--- config.mk ---
export PLATFORM = sky130hd
export DESIGN_NAME = cpu_clkgen
export DESIGN_NICKNAME = d
export VERILOG_FILES = /design/src/rtl/cpu_clkgen_pkg.sv /design/src/rtl/ce_divider.sv /design/src/rtl/cpu_clkgen.sv
export SDC_FILE = /design/constraint.sdc
export NUM_CORES = 1
export LEC_CHECK = 0
export CORE_MARGIN = 3
export CORE_UTILIZATION = 45
export CTS_BUF_LIST = sky130_fd_sc_hd__clkbuf_4 sky130_fd_sc_hd__clkbuf_8
export CTS_CLUSTER_DIAMETER = 30
export CTS_CLUSTER_SIZE = 8
export DETAILED_ROUTE_END_ITERATION = 8
export SYNTH_ARGS = -nofsm -noshare
export SYNTH_HDL_FRONTEND = slang
export SYNTH_SLANG_ARGS = --single-unit
--- constraint.sdc ---
create_clock -name clk_sys -period 5.6 [get_ports clk_sys]
set_clock_uncertainty 0.1 [all_clocks]
set_input_delay 1.12 -clock clk_sys [delete_from_list [all_inputs] [get_ports clk_sys]]
set_output_delay 1.12 -clock clk_sys [all_outputs]
set_load 0.02 [all_outputs]
--- src/rtl/cpu_clkgen_pkg.sv ---
// Shared types and defaults for the CPU/peripheral clock-enable generator.
package cpu_clkgen_pkg;

    typedef enum logic [1:0] {RUN, DRAIN, GAP} clkgen_state_t;

    localparam logic [15:0] DIVIDERS_DEF = {8'd27, 8'd16};
    localparam logic [15:0] AUX_DIVS_DEF = {8'd54, 8'd12};

    // Dividers below 2 would make ce_p and ce_n collide, so floor them at 2.
    function automatic logic [31:0] clamp_div(input logic [31:0] d);
        return (d < 32'd2) ? 32'd2 : d;
    endfunction

endpackage

--- src/rtl/ce_divider.sv ---
// Free-running one-clock-wide enable every DIV clocks; first pulse right after reset.
module ce_divider
    import cpu_clkgen_pkg::*;
#(
    parameter int               DIV_W = 8,
    parameter logic [DIV_W-1:0] DIV   = 2
) (
    input  logic clk_sys,
    input  logic reset,
    output logic ce
);

    localparam logic [DIV_W-1:0] D = DIV_W'(clamp_div(32'(DIV)));

    logic [DIV_W-1:0] cnt;

    always_ff @(posedge clk_sys or posedge reset) begin
        if (reset) begin
            cnt <= '0;
            ce  <= 1'b0;
        end else begin
            ce  <= (cnt == '0);
            cnt <= (cnt == D - 1'b1) ? '0 : cnt + 1'b1;
        end
    end

endmodule

--- src/rtl/cpu_clkgen.sv ---
// CPU phase-enable generator with per-mode dividers, wait stalls and glitch-free
// mode switching (drain, quiet gap, restart), plus free-running aux enables.
module cpu_clkgen
    import cpu_clkgen_pkg::*;
#(
    parameter int                        N_MODES    = 2,
    parameter int                        DIV_W      = 8,
    parameter logic [N_MODES*DIV_W-1:0]  DIVIDERS   = DIVIDERS_DEF,
    parameter logic [N_MODES-1:0]        WAIT_MASK  = 2'b10,
    parameter int                        RESET_MODE = 0,
    parameter int                        GAP_CYCLES = 48,
    parameter int                        N_AUX      = 2,
    parameter logic [N_AUX*DIV_W-1:0]    AUX_DIVS   = AUX_DIVS_DEF
) (
    input  logic                       clk_sys,
    input  logic                       reset,
    input  logic [$clog2(N_MODES)-1:0] mode_req,
    input  logic                       wait_req,
    output logic                       ce_p,
    output logic                       ce_n,
    output logic [N_AUX-1:0]           ce_aux,
    output logic [$clog2(N_MODES)-1:0] mode_act,
    output logic                       switching
);

    localparam int MW = $clog2(N_MODES);

    logic [N_MODES-1:0][DIV_W-1:0] div_tab;

    for (genvar m = 0; m < N_MODES; m++) begin : g_div
        assign div_tab[m] = DIV_W'(clamp_div(32'(DIVIDERS[m*DIV_W +: DIV_W])));
    end

    for (genvar k = 0; k < N_AUX; k++) begin : g_aux
        ce_divider #(
            .DIV_W (DIV_W),
            .DIV   (AUX_DIVS[k*DIV_W +: DIV_W])
        ) u_aux (
            .clk_sys (clk_sys),
            .reset   (reset),
            .ce      (ce_aux[k])
        );
    end

    clkgen_state_t    state, state_nx;
    logic [DIV_W-1:0] cnt, gap_cnt;
    logic [MW-1:0]    target;
    logic             stall;

    logic [DIV_W-1:0] d_cur, half;
    logic             period_end, gap_end, stall_now;

    assign d_cur      = div_tab[mode_act];
    assign half       = d_cur >> 1;
    assign period_end = (cnt == d_cur - 1'b1);
    assign gap_end    = (gap_cnt == DIV_W'(GAP_CYCLES - 1));
    assign stall_now  = wait_req & ~WAIT_MASK[mode_act];

    always_ff @(posedge clk_sys or posedge reset) begin
        if (reset) state <= RUN;
        else       state <= state_nx;
    end

    always_comb begin
        state_nx = state;
        case (state)
            RUN:     if (mode_req != mode_act) state_nx = DRAIN;
            DRAIN:   if (period_end) state_nx = (mode_req == mode_act) ? RUN : GAP;
            GAP:     if (mode_req == target && gap_end) state_nx = RUN;
            default: state_nx = RUN;
        endcase
    end

    always_ff @(posedge clk_sys or posedge reset) begin
        if (reset) begin
            cnt       <= '0;
            gap_cnt   <= '0;
            stall     <= 1'b0;
            target    <= MW'(RESET_MODE);
            mode_act  <= MW'(RESET_MODE);
            ce_p      <= 1'b0;
            ce_n      <= 1'b0;
            switching <= 1'b0;
        end else begin
            switching <= (state_nx != RUN);
            ce_p      <= 1'b0;
            ce_n      <= 1'b0;
            if (state == GAP) begin
                // Counter parks at 0 so the new mode starts on a clean period.
                cnt <= '0;
                if (mode_req != target) begin
                    target  <= mode_req;
                    gap_cnt <= '0;
                end else if (gap_end) begin
                    mode_act <= target;
                    gap_cnt  <= '0;
                end else begin
                    gap_cnt <= gap_cnt + 1'b1;
                end
            end else begin
                cnt <= period_end ? '0 : cnt + 1'b1;
                if (cnt == '0) begin
                    stall <= stall_now;
                    ce_p  <= ~stall_now;
                end
                if (cnt == half) ce_n <= ~stall;
                if (state == DRAIN && period_end) begin
                    target  <= mode_req;
                    gap_cnt <= '0;
                end
            end
        end
    end

endmodule

==> results of run 1 <==
## path summary, 6_finish.rpt
path | end | slack [ns] | cells past startpoint
max in group asynchronous | cnt[2] | 3.86 | 3
min in group asynchronous | g_aux[0].u_aux.cnt[5] | 1.17 | 3
worst min-delay path | g_aux[0].u_aux.cnt[0] | 0.38 | 1
worst max-delay path | mode_act | 2.96 | 1
worst min register to register | g_aux[0].u_aux.cnt[0] | 0.38 | 1
worst max register to register | gap_cnt[5] | 3.69 | 5
## registers in the layout (all words and copies together), names as in the netlist
name	flops
g_aux.u_aux.cnt	16
cnt	8
state	2
g_aux.u_aux.ce	2
stall	1
mode_act	1
gap_cnt	8
switching	1
target	1
ce_p	1
ce_n	1
## routing by layer
layer | GRT usage (%) | share of wire, %
met4 | 5.53 | 1.6
met2 | 23.3 | 47
met3 | 4.55 | 2.6
met5 | 0 | 0
met1 | 19.0 | 49
## stage by stage
step	hold slack [ns]	std cells
after floorplan	0.346	192
after global placement	0.365	248
after detailed placement	0.369	248
after CTS	0.384	256
after global routing	0.399	256
final	0.379	256
## placed cells by master, fill, tap and decap left out, types with 4 or more instances in the layout
cell / instances
nand2_1: 15
inv_1: 8
xnor2_1: 12
ha_1: 8
dfrtp_1: 42
nor3_1: 9
and3_1: 6
xor2_1: 10
nor2b_1: 4
nor2_1: 24
clkdlybuf4s50_1: 9
nand3_1: 9
clkbuf_8: 6
## synthesized netlist by cell type
cell       count
or3_1          2
or2_2          3
mux2_4         1
and2_1         1
xor2_1        10
a211oi_1       1
nor3b_1        1
a31oi_1        1
nor4b_1        1
a32o_1         1
nand3_1        9
o221ai_1       1
o2111a_2       1
and4_1         2
o2bb2ai_1      2
o211ai_1       1
xnor2_1       12
o21ai_0        2
and3_1         6
nor3_1         9
nand2b_1       1
ha_1           8
or4b_2         1
o2111ai_1      1
inv_1          8
nor2b_1        4
buf_4          3
nor4_1         2
a211o_1        3
and4bb_1       2
nand2_1       15
nand4_1        3
a21oi_1        3
mux2i_1        1
clkbuf_1       1
nor2_1        24
a21o_1         1
dfrtp_1       42
mux2_2         2
## final cells by class
class	instances	area share, %
clock inverters	2	2.61
multi-input cells	138	40.0
repair buffers	10	4.23
flip-flops and latches	42	45.6
well taps	50	2.71
inverters	8	1.30
clock buffers	6	3.58
## power by group through the flow
stage / clock network [uW] / registers (uW) / logic [uW]
2_1_floorplan: 0 / 389 / 130
3_3_place_gp: 0 / 405 / 149
3_5_place_dp: 0 / 408 / 153
4_1_cts: 299 / 402 / 154
5_1_grt: 310 / 412 / 175
6_report: 292 / 402 / 151
## cell families (layout without fill, tap and decap cells)
family | Yosys count | after routing | synth area share (%)
and+or+nand+nor | 86 | 86 | 21.8
muxes | 4 | 4 | 2.34
adders and majority gates | 8 | 8 | 4.94
xor gates and xnor gates | 22 | 22 | 9.50
AOI/OAI and AO/OA | 18 | 18 | 6.79
DFF | 42 | 42 | 51.8
buffers and inverters | 12 | 26 | 2.78
==> impl_metrics.tcl, run 1 <==
set metrics [dict create \
    intPower_uw 613 \
    ctsHoldBuffers 0 \
    setup_viol_count_final 0 \
    die_w_um 73.1 \
    p_total_uw 844 \
    final-hold-violation-count 0 \
    drc 0 \
    rsz0062_at_grt "no" \
    final_area_sq_um 2300 \
    fill_cells 387 \
    p_seq_share_pct 47.6 \
    die_h_um 73.1 \
    portBuffers 9 \
    clock_path_buffers 2 \
    slew_violations 0 \
    drtIter0Drc 92 \
    ctsResizeCount 0 \
    finalCritPeriodShare_pct 47.1 \
    drt_wl_total_mm 3.39 \
    p_comb_share_pct 17.9 \
    die-area_sq_um 5350 \
    clkSinkCount 42 \
    drive_above_1_share_pct 8.25 \
    crit_required_ns 4.38 \
    grt_pass1_vias 1366 \
    netlist_top_cells_area "dfrtp_1, xnor2_1, ha_1" \
    crit_fanout 8 \
    cp_num_buf_inv 1 \
    slew-limit-headroom_pct 35.8 \
    syn_area_per_cell_sq_um 10.6 \
    criticalPathCategory "register to primary output" \
    layout_min_cycle_time_ns 2.64 \
    clk_pin_slew_ns 0.08 \
    crit_path_max_incr_delay_ns 0.65 \
    p_leak_uw 0.00105 \
    cp_cell_sequence "clkdlybuf4s50_1" \
    viasPerCell 5.31 \
    clkPwrFrac_pct 34.6 \
    vdd_drop_max_v 0.000120 \
    ys_types 39 \
    postSynthCellCount 192 \
    cp.arrival_ns 1.42 \
    dpl_cell_area_sq_um 2160 \
    clockRootBuffer "clkbuf_8" \
    hold_start "g_aux[0].u_aux.cnt[0]" \
    cts_setup_buffers 0 \
    area.sequential_sq_um 1050 \
    power_switching_uw 231 \
    worstHoldPathType "register to register" \
    startpoint "mode_act" \
    setup_tns_ns 0 \
    dpl_worst_slack_ns 2.78 \
    overflow 0 \
    synth.largest_area_cell "dfrtp_1" \
    ios 10 \
    fmax_mhz 379 \
    final_core_util_pct 55.2 \
    gr-usage-all-layers_pct 14.8 \
    cts_buffers 5 \
    slowest_stage "clkdlybuf4s50_1" \
    multi_input_area_sq_um 921 \
    p_per_area_nw_per_um2 366 \
    synth_area_sq_um 2030 \
    ant_nets 0 \
    startpoint_type "register" \
    grt_start_max_net_pins 43 \
    worst_slew_pin_slew_ns 0.954 \
    diodes 0 \
    swShare_pct 27.4 \
    status "finished, final reports clean" \
    tritoncts "done" \
    antenna_found_initial 0 \
    core_area_sq_um 4170 \
    fin_ws_ns 2.96 \
    netlist.area_leader.share_pct 51.8 \
    fin_nets 217 \
    synth_seq_cells 42 \
    num_rows 23 \
    synth-seq-area-share_pct 51.8 \
    max_cap_violations 0 \
    clkLatencyLatePin_ns 0.29 \
    yosysWarningCount 0 \
    htree_levels 2 \
    vias 1359 \
    regToRegStartpoint "gap_cnt[0]" \
    area_growth_pct 13.6 \
    syn_nets 204 \
    grt_pass1_wl_mm 6.10 \
    finalWeightedCongestion 0.773 \
    dp_hpwl_mm 2.42 \
    start_util_pct 48.6 \
    end_kind "primary output" \
    crit_family "buffers and inverters" \
    drt_first_pass_iters 4 \
    post_drt_wl_per_cell_um 13.2 \
]
Power figures use the tool's default switching activity.
==> run 2, diff against run 1 <==
==> constraint.sdc (replaced) <==
create_clock -name clk_sys -period 2.23 [get_ports clk_sys]
set_clock_uncertainty 0.1 [all_clocks]
set_input_delay 0.446 -clock clk_sys [delete_from_list [all_inputs] [get_ports clk_sys]]
set_output_delay 0.446 -clock clk_sys [all_outputs]
set_load 0.02 [all_outputs]
==> run 2 against run 1 <==
Compared with the run above:
- worst hold slack got worse by 0.00082 ns
- total power rose by 140%
- routed wire length rose by 3.6%
- non-clock buffer count rose by 2
- clock power rose by 110%
- sequential power rose to 2.5 times the previous value
- die area did not move
- core utilization fell by 0.36 points
- critical path depth did not move
- global-route usage rose by 0.81 points
- count of clock-buffer cells in the layout did not move
- via count rose by 3.5%
- largest cell class unchanged
- largest power group unchanged
==> impl_metrics.tcl, run 2 (synthesis gave the netlist of run 1 again) <==
set metrics [dict create \
    crit_fanout 8 \
    clk_pin_slew_ns 0.08 \
    ctsHoldBuffers 0 \
    clockRootBuffer "clkbuf_8" \
    core_area_sq_um 4170 \
    setup_tns_ns 0 \
    antenna_found_initial 0 \
    reg.largest.list "g_aux.u_aux.cnt: 16 flops, cnt: 8 flops, gap_cnt: 8 flops" \
    drtIter0Drc 46 \
    viasPerCell 5.47 \
    p_per_area_nw_per_um2 878 \
    tritoncts "done" \
    fin_nets 219 \
    num_rows 23 \
    fill_cells 382 \
    drive_above_1_share_pct 8.70 \
    status "finished, final reports clean" \
    crit_required_ns 1.68 \
    die_h_um 73.1 \
    ctsResizeCount 0 \
    regMostFlops "g_aux.u_aux.cnt" \
    worstHoldPathType "register to register" \
    finalCritPeriodShare_pct 89.3 \
    cp_cell_sequence "clkdlybuf4s50_1" \
    fin_ws_ns 0.239 \
    ios 10 \
    p_leak_uw 0.00104 \
    slew_violations 0 \
    layout_min_cycle_time_ns 1.99 \
    area_growth_pct 12.9 \
    drt_wl_total_mm 3.51 \
    cts_setup_buffers 0 \
    drt_first_pass_iters 4 \
    clock_path_buffers 2 \
    worst_slew_pin_slew_ns 0.506 \
    die_w_um 73.1 \
    htree_levels 2 \
    cp.arrival_ns 1.44 \
    final-hold-violation-count 0 \
    crit_family "buffers and inverters" \
    slowest_stage "clkdlybuf4s50_1" \
    vdd_drop_max_v 0.000321 \
    overflow 0 \
    ant_nets 0 \
    start_util_pct 48.6 \
    layout_commonest_cell "dfrtp_1" \
    post_drt_wl_per_cell_um 13.7 \
    slew-limit-headroom_pct 66.3 \
    dpl_worst_slack_ns 0.0763 \
    rsz0062_at_grt "no" \
    vias 1406 \
    startpoint_type "register" \
    cts_buffers 5 \
    largest_reg_flops 16 \
    drc 0 \
    crit_path_max_incr_delay_ns 0.66 \
    finalWeightedCongestion 0.780 \
    grt_start_max_net_pins 43 \
    clkLatencyLatePin_ns 0.29 \
    max_cap_violations 0 \
    grt_pass1_vias 1426 \
    die-area_sq_um 5350 \
    final_core_util_pct 54.9 \
    end_kind "primary output" \
    clkSinkCount 42 \
    grt_pass1_wl_mm 6.38 \
    criticalPathCategory "register to primary output" \
    dp_hpwl_mm 2.56 \
    gr-usage-all-layers_pct 15.6 \
    setup_viol_count_final 0 \
    diodes 0 \
    portBuffers 9 \
    layout_common_cells "dfrtp_1, nor2_1, nand2_1" \
    fmax_mhz 502 \
    cp_num_buf_inv 1 \
]
run 2: cell count changes in the layout (fill, tap and decap cells not counted), sizes merged:
cell / delta
buf: +2
bufinv: -1
run 2: area by class of cell:
cell class / count / area [sq um] / area share (%)
Sequential cell: 42 / 1050 / 45.9
Multi-Input combinational cell: 138 / 921 / 40.2
Timing Repair Buffer: 12 / 113 / 4.92
Clock buffer: 6 / 82.6 / 3.61
Tap cell: 50 / 62.6 / 2.73
Clock inverter: 1 / 30.0 / 1.31
Inverter: 8 / 30.0 / 1.31
run 2: worst paths after layout:
check | cells after the start | slack [ns] | from | end
max in group asynchronous | 3 | 1.18 | reset | gap_cnt[1]
setup / recovery | 1 | 0.24 | mode_act | mode_act
hold reg to reg | 1 | 0.38 | g_aux[1].u_aux.cnt[7] | g_aux[1].u_aux.ce
hold / removal | 1 | 0.38 | g_aux[1].u_aux.cnt[7] | g_aux[1].u_aux.ce
min in group asynchronous | 3 | 0.49 | reset | g_aux[0].u_aux.cnt[6]
setup reg to reg | 5 | 0.35 | gap_cnt[0] | gap_cnt[5]
run 2: per-layer routing:
layer / track usage (%) / vias to the layer above / wire length (um)
met4: 4.92 / 0 / 55
li1: - / 689 / -
met3: 4.96 / 7 / 144
met2: 26.1 / 21 / 1690
met5: 0 / - / 0
met1: 19.0 / 689 / 1620
run 2: report_power, final:
part | switching [uW] | internal (uW) | total, uW
Combinational | 192 | 202 | 394
Clock | 250 | 358 | 609
Sequential | 137 | 871 | 1010
run 2: per-stage QoR:
step | std cells | instance area, sq um | hold slack (ns) | total power (uW)
6_report | 257 | 2290 | 0.378 | 2010
5_1_grt | 257 | 2290 | 0.398 | 2140
4_1_cts | 257 | 2290 | 0.382 | 2040
3_5_place_dp | 250 | 2180 | 0.376 | 1420
3_3_place_gp | 250 | 2180 | 0.364 | 1400
2_1_floorplan | 192 | 2030 | 0.346 | 1300
==> run 3, diff against run 2 <==
--- a/config.mk
+++ b/config.mk
@@ -5,6 +5,7 @@
 export SDC_FILE = /design/constraint.sdc
 export NUM_CORES = 1
 export LEC_CHECK = 0
+export ABC_AREA = 1
 export CORE_MARGIN = 3
 export CORE_UTILIZATION = 45
 export CTS_BUF_LIST = sky130_fd_sc_hd__clkbuf_4 sky130_fd_sc_hd__clkbuf_8
==> run 3 against run 2 <==
Compared with the run above:
- routed wire length is 4.2% higher
- maximum frequency is 2.5% lower
- first-iteration DRC count is 35% higher
- via count is 13% higher
- worst hold slack hardly changed
- sequential cell count stayed put
==> impl_metrics.tcl, run 3 <==
set metrics [dict create \
    fmax_mhz 490 \
    gr-usage-all-layers_pct 14.0 \
    end_kind "primary output" \
    postSynthCellCount 257 \
    setup_viol_count_final 0 \
    startpoint_type "register" \
    vdd_drop_max_v 0.000317 \
    diodes 0 \
    hold_start "g_aux[1].u_aux.cnt[5]" \
    ios 10 \
    regToRegStartpoint "gap_cnt[0]" \
    drtIter0Drc 62 \
    portBuffers 9 \
    yosysWarningCount 0 \
    p_leak_uw 0.00124 \
    antenna_found_initial 0 \
    finalCritPeriodShare_pct 91.5 \
    async_flop_share_pct 100 \
    slew_violations 0 \
    drive_above_1_share_pct 10.4 \
    yosys_most_used_dff "dfrtp_1" \
    synth_area_sq_um 2220 \
    max_cap_violations 0 \
    viasPerCell 4.73 \
    drt_first_pass_iters 4 \
    final-hold-violation-count 0 \
    cp_num_cells 1 \
    cp_num_buf_inv 1 \
    syn_nets 269 \
    worstHoldPathCells 1 \
    core_area_sq_um 4560 \
    grt_pass1_wl_mm 6.70 \
    reg2reg_slack_ns 0.66 \
    yosys.cell_count.top_type "nand2_1" \
    criticalPathCategory "register to primary output" \
    ctsResizeCount 0 \
    regMostFlops "g_aux.u_aux.cnt" \
    largest_reg_flops 16 \
    ff2ff_path_depth 6 \
    drc 0 \
    grt_start_max_net_pins 43 \
    min_to "g_aux[1].u_aux.ce" \
    ctsHoldBuffers 0 \
    start_util_pct 48.5 \
    area_growth_pct 11.3 \
    rsz0062_at_grt "no" \
    die-area_sq_um 5800 \
    fin_ws_ns 0.189 \
    grt_pass1_vias 1543 \
    dpl_worst_slack_ns 0.349 \
    worst_slew_pin_slew_ns 0.395 \
    layout_commonest_cell "nand2_1" \
    ys_types 33 \
    r2r_end "switching" \
    netlist.area_leader.share_pct 47.4 \
    worstHoldPathType "register to register" \
    post_drt_wl_per_cell_um 10.9 \
    crit_required_ns 1.68 \
    overflow 0 \
    synth.largest_area_cell "dfrtp_1" \
    crit_fanout 7 \
    setup_tns_ns 0 \
    synth-seq-area-share_pct 47.4 \
    slowest_stage "clkdlybuf4s50_1" \
    crit_path_max_incr_delay_ns 0.67 \
    cts_setup_buffers 0 \
    clkLatencyLatePin_ns 0.29 \
    ant_nets 0 \
    synth_common_cells "nand2_1, dfrtp_1, inv_1, nor2_1, nand3_1" \
    clkSinkCount 42 \
    clock_path_buffers 2 \
    reg.largest.list "g_aux.u_aux.cnt: 16 flops, cnt: 8 flops, gap_cnt: 8 flops" \
    dp_hpwl_mm 2.52 \
    synth_seq_cells 42 \
    layout_min_cycle_time_ns 2.04 \
    syn_area_per_cell_sq_um 8.62 \
    slew-limit-headroom_pct 73.5 \
    p_total_uw 2020 \
    finalWeightedCongestion 0.788 \
    cp_cell_sequence "clkdlybuf4s50_1" \
    netlist_top_cells_area "dfrtp_1, nand2_1, inv_1" \
    drt_wl_total_mm 3.66 \
    status "finished, final reports clean" \
    fin_nets 281 \
    tritoncts "done" \
    vias 1584 \
    synth_edf_count 0 \
    crit_family "buffers and inverters" \
    p_per_area_nw_per_um2 818 \
    die_w_um 76.2 \
    die_h_um 76.2 \
    clockRootBuffer "clkbuf_8" \
    cp.arrival_ns 1.50 \
    cts_buffers 5 \
    htree_levels 2 \
    layout_common_cells "nand2_1, dfrtp_1, inv_1" \
    num_rows 24 \
    clk_pin_slew_ns 0.08 \
]
-- run 3: layout make-up --
type                            count  area (sq um)
Fill cell                         449          2100
Sequential cell                    42          1050
Multi-Input combinational cell    171           977
Clock buffer                        7          90.1
Inverter                           38           144
Clock inverter                      1          5.00
Timing Repair Buffer               11           118
Tap cell                           65          81.3
-- run 3: report_power, final --
part           switching, uW  internal [uW]
Clock                    254            262
Sequential               110            869
Combinational            320            202
-- run 3: cell families (layout without fill, tap and decap cells) --
kind of cell             count (synthesis)  count (layout)  synth area share, %
XOR/XNOR                                16              16                 6.32
flip-flops                              42              42                 47.4
adder cells (fa/ha/maj)                  8               8                 4.52
AO/OA/AOI/OAI                            7               7                 1.69
AND/OR/NAND/NOR                        140             140                 31.6
buffers and inverters                   44              57                 8.47
-- run 3: how the worst max path moves through the flow --
stage          startpoint  slack [ns]          to
3_3_place_gp     mode_req        0.35  gap_cnt[1]
3_5_place_dp     mode_req        0.35  gap_cnt[1]
6_report         mode_act        0.19    mode_act
4_1_cts          mode_act        0.17    mode_act
5_1_grt          mode_act        0.14    mode_act
2_1_floorplan       reset        0.71        ce_n
-- run 3: per-stage QoR --
step / hold slack [ns] / instance area [sq um] / std cells / util (%)
5_1_grt: 0.404 / 2470 / 335 / 54.0
3_3_place_gp: 0.361 / 2370 / 327 / 51.9
4_1_cts: 0.380 / 2470 / 335 / 54.0
6_report: 0.378 / 2470 / 335 / 54.0
3_5_place_dp: 0.349 / 2370 / 327 / 51.9
2_1_floorplan: 0.330 / 2220 / 257 / -
-- run 3: layer usage --
metal / vias to the layer above / share of wire (%) / GRT usage [%]
met5: - / 0 / 0
met4: 0 / 1.2 / 4.71
met3: 4 / 1.8 / 3.55
met2: 15 / 47 / 23.2
met1: 731 / 50 / 18.0
li1: 834 / - / -
==> RTL change 1 (settings of run 2) <==
`N_AUX`: 2 -> 4.
--- a/src/rtl/cpu_clkgen.sv
+++ b/src/rtl/cpu_clkgen.sv
@@ -10,5 +10,5 @@
     parameter int                        RESET_MODE = 0,
     parameter int                        GAP_CYCLES = 48,
-    parameter int                        N_AUX      = 2,
+    parameter int                        N_AUX      = 4,
     parameter logic [N_AUX*DIV_W-1:0]    AUX_DIVS   = AUX_DIVS_DEF
 ) (
Ports: changed (resized ce_aux); port bits go from 10 to 12. The function was not compared with the original's and may differ.
==> RTL change 1 against run 2 <==
Wire length rose by 30%. Sequential share of layout area up 0.32 points. Critical path depth rose by 1. Synthesized cell count is 36% higher. Worst setup slack got worse by 0.013 ns. Power is 34% higher. Utilization is 0.97 points lower. Fmax shrank 0.64%. Synthesized area rose by 41%. Sequential power up 32%. Sequential cell count is 18 higher. Final area grew 42%. Worst hold slack lost 0.0070 ns. Largest power group unchanged. Highest routed layer unchanged.
==> RTL change 1: results (changes against run 2) <==
outcome=finished clean; IO Port Bufs=11 (+2); CP arrival=1.46 ns (+0.02 ns); Synth top cells by count=60 x dfrtp_1, 28 x nor2_1, 23 x and3_1, 23 x nand3_1, 22 x xnor2_1; CTS buffer count=9 (+4); final net count=298 (+36%); Leak=1.534 nW (+47%); Worst-path clk slew=0.07 ns; post-synth top area share=52.47% (+0.65 points); dpl cells=344 (+38%); H-tree depth=3 (+1); Synth Net Count=279 (+37%); worst hold path type=reg -> reg; worst-skew pair later-pin latency=0.33 ns (+0.04 ns); Initial DRT Pass Iterations=4 (unchanged); CP max FO=6 (-2); r2r endpoint=gap_cnt[2]$_DFFE_PP0P_; postcts setup bufs=0 (unchanged); hold path cells=1 (unchanged); WHS Endpoint=g_aux[0].u_aux.cnt[0]$_DFF_PP0_; drt initial violations=62 (+35%); ant diodes=0 (unchanged); R2R Path Start=cnt[4]$_DFF_PP0_; internal reg-to-reg setup slack=0.23 ns (-0.12 ns); All-Layer GR Usage=14.49% (-1.1 points); share of layout cells above drive strength 1=10.92% (+2.2 points); Post-Route WL=4562 um (+30%); Detail Route Antenna Nets=0 (unchanged); Worst R2R Path Depth=4 (-1); Worst Min Path Start=g_aux[0].u_aux.cnt[0]$_DFF_PP0_; CP top delay family=buffers and inverters; top cells by area, synth=dfrtp_1 52%, xnor2_1 6.7%, ha_1 6.1%; Slew @ Worst Pin=0.4702 ns (-0.03551 ns); hold_ws=0.3712 ns (-0.007036 ns); post-synthesis sequential area ratio=52.47% (+0.65 points); largest net degree at the start of global routing=35 (-19%); Mapped Cells=261 (+36%); CTS root buffer=clkbuf_8; initial antenna violation count=0 (unchanged); Final HPWL DP=3171 um (+24%); Synth cell types=36 (-7.7%); first-pass GRT wire length=8335 um (+31%); slowest CP cell=clkdlybuf4s50_1; routed via count=1830 (+30%); gp weighted congestion=0.7588 (-2.7%); post-route insts no fill=359 (+40%); Largest regs=g_aux.u_aux.cnt (32), cnt (8), gap_cnt (8); CP max stage delay=0.60 ns (-0.06 ns); Yosys warnings=0 (unchanged); Clock Tree Buf Depth=2 (unchanged); Worst IR Drop VDD=0.4002 mV (+25%); post-CTS sizing=0 (unchanged)
## RTL change 1: cell count changes after synthesis, sizes merged, moves of 3 or more
| cell | before | now |
|---|---|---|
| a221o | 0 | 3 |
| and3 | 6 | 23 |
| dfrtp | 42 | 60 |
| ha | 8 | 14 |
| inv | 8 | 15 |
| nand2 | 15 | 9 |
| nand3 | 9 | 23 |
| nand4 | 3 | 0 |
| nor2 | 24 | 28 |
| nor3 | 9 | 5 |
| xnor2 | 12 | 22 |
## RTL change 1: logic make-up (layout without fill, tap and decap cells)
kind of cell    after synthesis  in the layout  synth area share (%)
compound gates               20             20                 6.079
fa+ha+maj                    14             14                 6.122
mux                           5              5                 1.968
flops                        60             60                 52.47
simple gates                109            109                 20.42
xor+xnor                     31             31                 9.488
buf+inv                      22             45                 3.454
## RTL change 1: layer usage
metal  part of all wire (%)  GRT usage [%]  up-vias
li1                       -              -      930
met1                     50          19.40      881
met2                     47          21.54       15
met3                    2.0          3.170        4
met4                   0.96          8.633        0
met5                      0              0        -
## RTL change 1: final cells by class
type / instances / area (um^2)
inverters: 15 / 56.30
flip-flops and latches: 60 / 1501
repair buffers: 15 / 140.1
clock inverters: 5 / 52.55
well taps: 75 / 93.84
multi-input cells: 179 / 1266
clock buffers: 10 / 137.6
fillers: 552 / 2778
## RTL change 1: how the worst max path moves through the flow
stage | from | end | slack (ns) | cells past startpoint
2_1_floorplan | reset | ce_n$_DFF_PP0_ | 0.20 | 1
5_1_grt | cnt[4]$_DFF_PP0_ | gap_cnt[5]$_DFFE_PP0P_ | 0.10 | 4
3_3_place_gp | mode_req | gap_cnt[3]$_DFFE_PP0P_ | -0.02 | 5
3_5_place_dp | mode_req | gap_cnt[3]$_DFFE_PP0P_ | -0.02 | 5
6_report | mode_act$_DFFE_PP0P_ | mode_act | 0.23 | 2
4_1_cts | gap_cnt[0]$_DFFE_PP0P_ | gap_cnt[4]$_DFFE_PP0P_ | 0.18 | 5
## RTL change 1: power by group
group	switching (W)	internal [W]	leakage [nW]
logic	0.000216	0.000213	0.666
registers	0.000133	0.00120	0.770
clock network	0.000401	0.000534	0.0979
## RTL change 1: per-stage QoR
stage / setup slack, ns / instance area (um^2) / total power [W]
CTS: 0.1762 / 3243 / 0.002743
finish: 0.2261 / 3248 / 0.002695
global placement: -0.02388 / 3053 / 0.001772
global route: 0.1017 / 3248 / 0.002875
floorplan: 0.1993 / 2861 / 0.001658
detailed placement: -0.02440 / 3053 / 0.001783
## RTL change 1: worst register-to-register path, delay by kind of cell, from the launching register on
kind	cells	cell delay, ns
AOI/OAI and AO/OA	3	1.05
DFF	1	0.45
and+or+nand+nor	1	0.30
==> RTL change 2 (flow settings as in run 2) <==
Made on the original files. Reset style: synchronous (`reset`), changed in 3 clocked blocks.
--- a/src/rtl/ce_divider.sv
+++ b/src/rtl/ce_divider.sv
@@ -15,5 +15,5 @@
     logic [DIV_W-1:0] cnt;
 
-    always_ff @(posedge clk_sys or posedge reset) begin
+    always_ff @(posedge clk_sys) begin
         if (reset) begin
             cnt <= '0;
--- a/src/rtl/cpu_clkgen.sv
+++ b/src/rtl/cpu_clkgen.sv
@@ -57,5 +57,5 @@
     assign stall_now  = wait_req & ~WAIT_MASK[mode_act];
 
-    always_ff @(posedge clk_sys or posedge reset) begin
+    always_ff @(posedge clk_sys) begin
         if (reset) state <= RUN;
         else       state <= state_nx;
@@ -72,5 +72,5 @@
     end
 
-    always_ff @(posedge clk_sys or posedge reset) begin
+    always_ff @(posedge clk_sys) begin
         if (reset) begin
             cnt       <= '0;
Function: differs if reset is asserted again (counterexample within 4 cycles, from zero or initial values and one cycle with reset high); with reset held inactive, the same outputs for 10 cycles.
==> RTL change 2 against run 2 <==
Sequential cell count unchanged. Final area down 3.7%. Worst setup slack worse by 0.014 ns. Count of clock-buffer cells in the layout up 1. Wire length up 2.7%. Synthesized area down 4.5%. Sequential share of layout area down 7.8 points.
Power is not compared: it rests on default switching activity, and its combinational part moved more than twofold at a synthesized area within 25%.
==> RTL change 2: results (changes against run 2) <==
gp weighted congestion=0.7701 (-1.3%); share of layout cells above drive strength 1=10.13% (+1.4 points); post-synthesis mux area share=2.132% (-0.21 points); fin crit share=89.92% (+0.64 points); first-pass GRT wire length=6147 um (-3.7%); routed via count=1500 (+6.7%); fraction of area in multi-input gates=47.08% (+6.9 points); Synth Area in Adders=5.168% (+0.23 points); top cells by area, synth=dfxtp_1 43%, nor2_1 7.0%, xor2_1 6.3%; Synth top cells by count=42 x dfxtp_1, 36 x nor2_1, 16 x nand3_1; vias in the first global route=1448 (+1.5%); CP max stage delay=roughly 0.67 ns; largest net degree at the start of global routing=17 (-60%); internal reg-to-reg setup slack=0.31 ns (-0.04 ns); Synth async-reset ratio=0% (-100 points); most frequent cell after synthesis=dfxtp_1; All-Layer GR Usage=14.74% (-0.86 points); multi-input logic area=1039 um^2 (+13%); Post-DP Area=2092 um^2 (-3.9%); Final HPWL DP=2601 um (+1.6%); met2 usage=24.69% (-1.4 points); DR WL met3=134 um (-6.9%); outcome=finished clean; dpl cells=269 (+7.6%); crit path launch=mode_act$_SDFFE_PP0P_; xor/xnor share of the synthesized area=9.948% (+0.45 points); non-clk buf share=5.445% (+0.53 points); met3 global-route usage=4.067% (-0.89 points); Avg Inst Size Synth=9.179 um^2 (-13%); GR Util met1=18.28% (-0.72 points); clk_buf instances=7 (+1); Compound-Gate Fraction of Synth Area=8.140% (+1.4 points); Met2 Wirelength=1724 um (+1.9%); r2r endpoint=gap_cnt[5]$_SDFFE_PP0P_; wire length per cell=13.01 um (-4.7%); WHS Endpoint=g_aux[1].u_aux.ce$_SDFF_PP0_; WL met1=1706 um (+5.4%); Slew @ Worst Pin=0.4461 ns (-0.05963 ns); clk tree area frac=5.162% (+0.24 points); drt initial violations=78 (+70%); hold_ws=0.3653 ns (-0.01297 ns); sequential cell area=840.8 um^2 (-20%); Plain + repair buffers=13 (+1); CP top delay family=buffers and inverters; post-synthesis sequential area ratio=43.41% (-8.4 points); post-place setup slack=0.1013 ns (+0.02505 ns); multi-input gates=156 (+13%); Synth Net Count=223 (+9.3%)
## RTL change 2: cell count changes after synthesis, moves of 3 or more
| cell | run 2 | this run |
|---|---|---|
| a221o_1 | 0 | 3 |
| nand2_1 | 15 | 7 |
| dfxtp_1 | 0 | 42 |
| a211o_1 | 3 | 0 |
| dfrtp_1 | 42 | 0 |
| xor2_1 | 10 | 14 |
| nand3_1 | 9 | 16 |
| nor2_1 | 24 | 36 |
| xnor2_1 | 12 | 8 |
| or2_2 | 3 | 0 |
## RTL change 2: power by group through the flow
stage | logic (W) | clock network (W) | registers [W]
2_1_floorplan | 0.0000749 | 0 | 0.000810
3_3_place_gp | 0.000104 | 0 | 0.000813
3_5_place_dp | 0.000108 | 0 | 0.000814
4_1_cts | 0.000109 | 0.000626 | 0.000796
5_1_grt | 0.000120 | 0.000653 | 0.000801
6_report | 0.000108 | 0.000608 | 0.000796
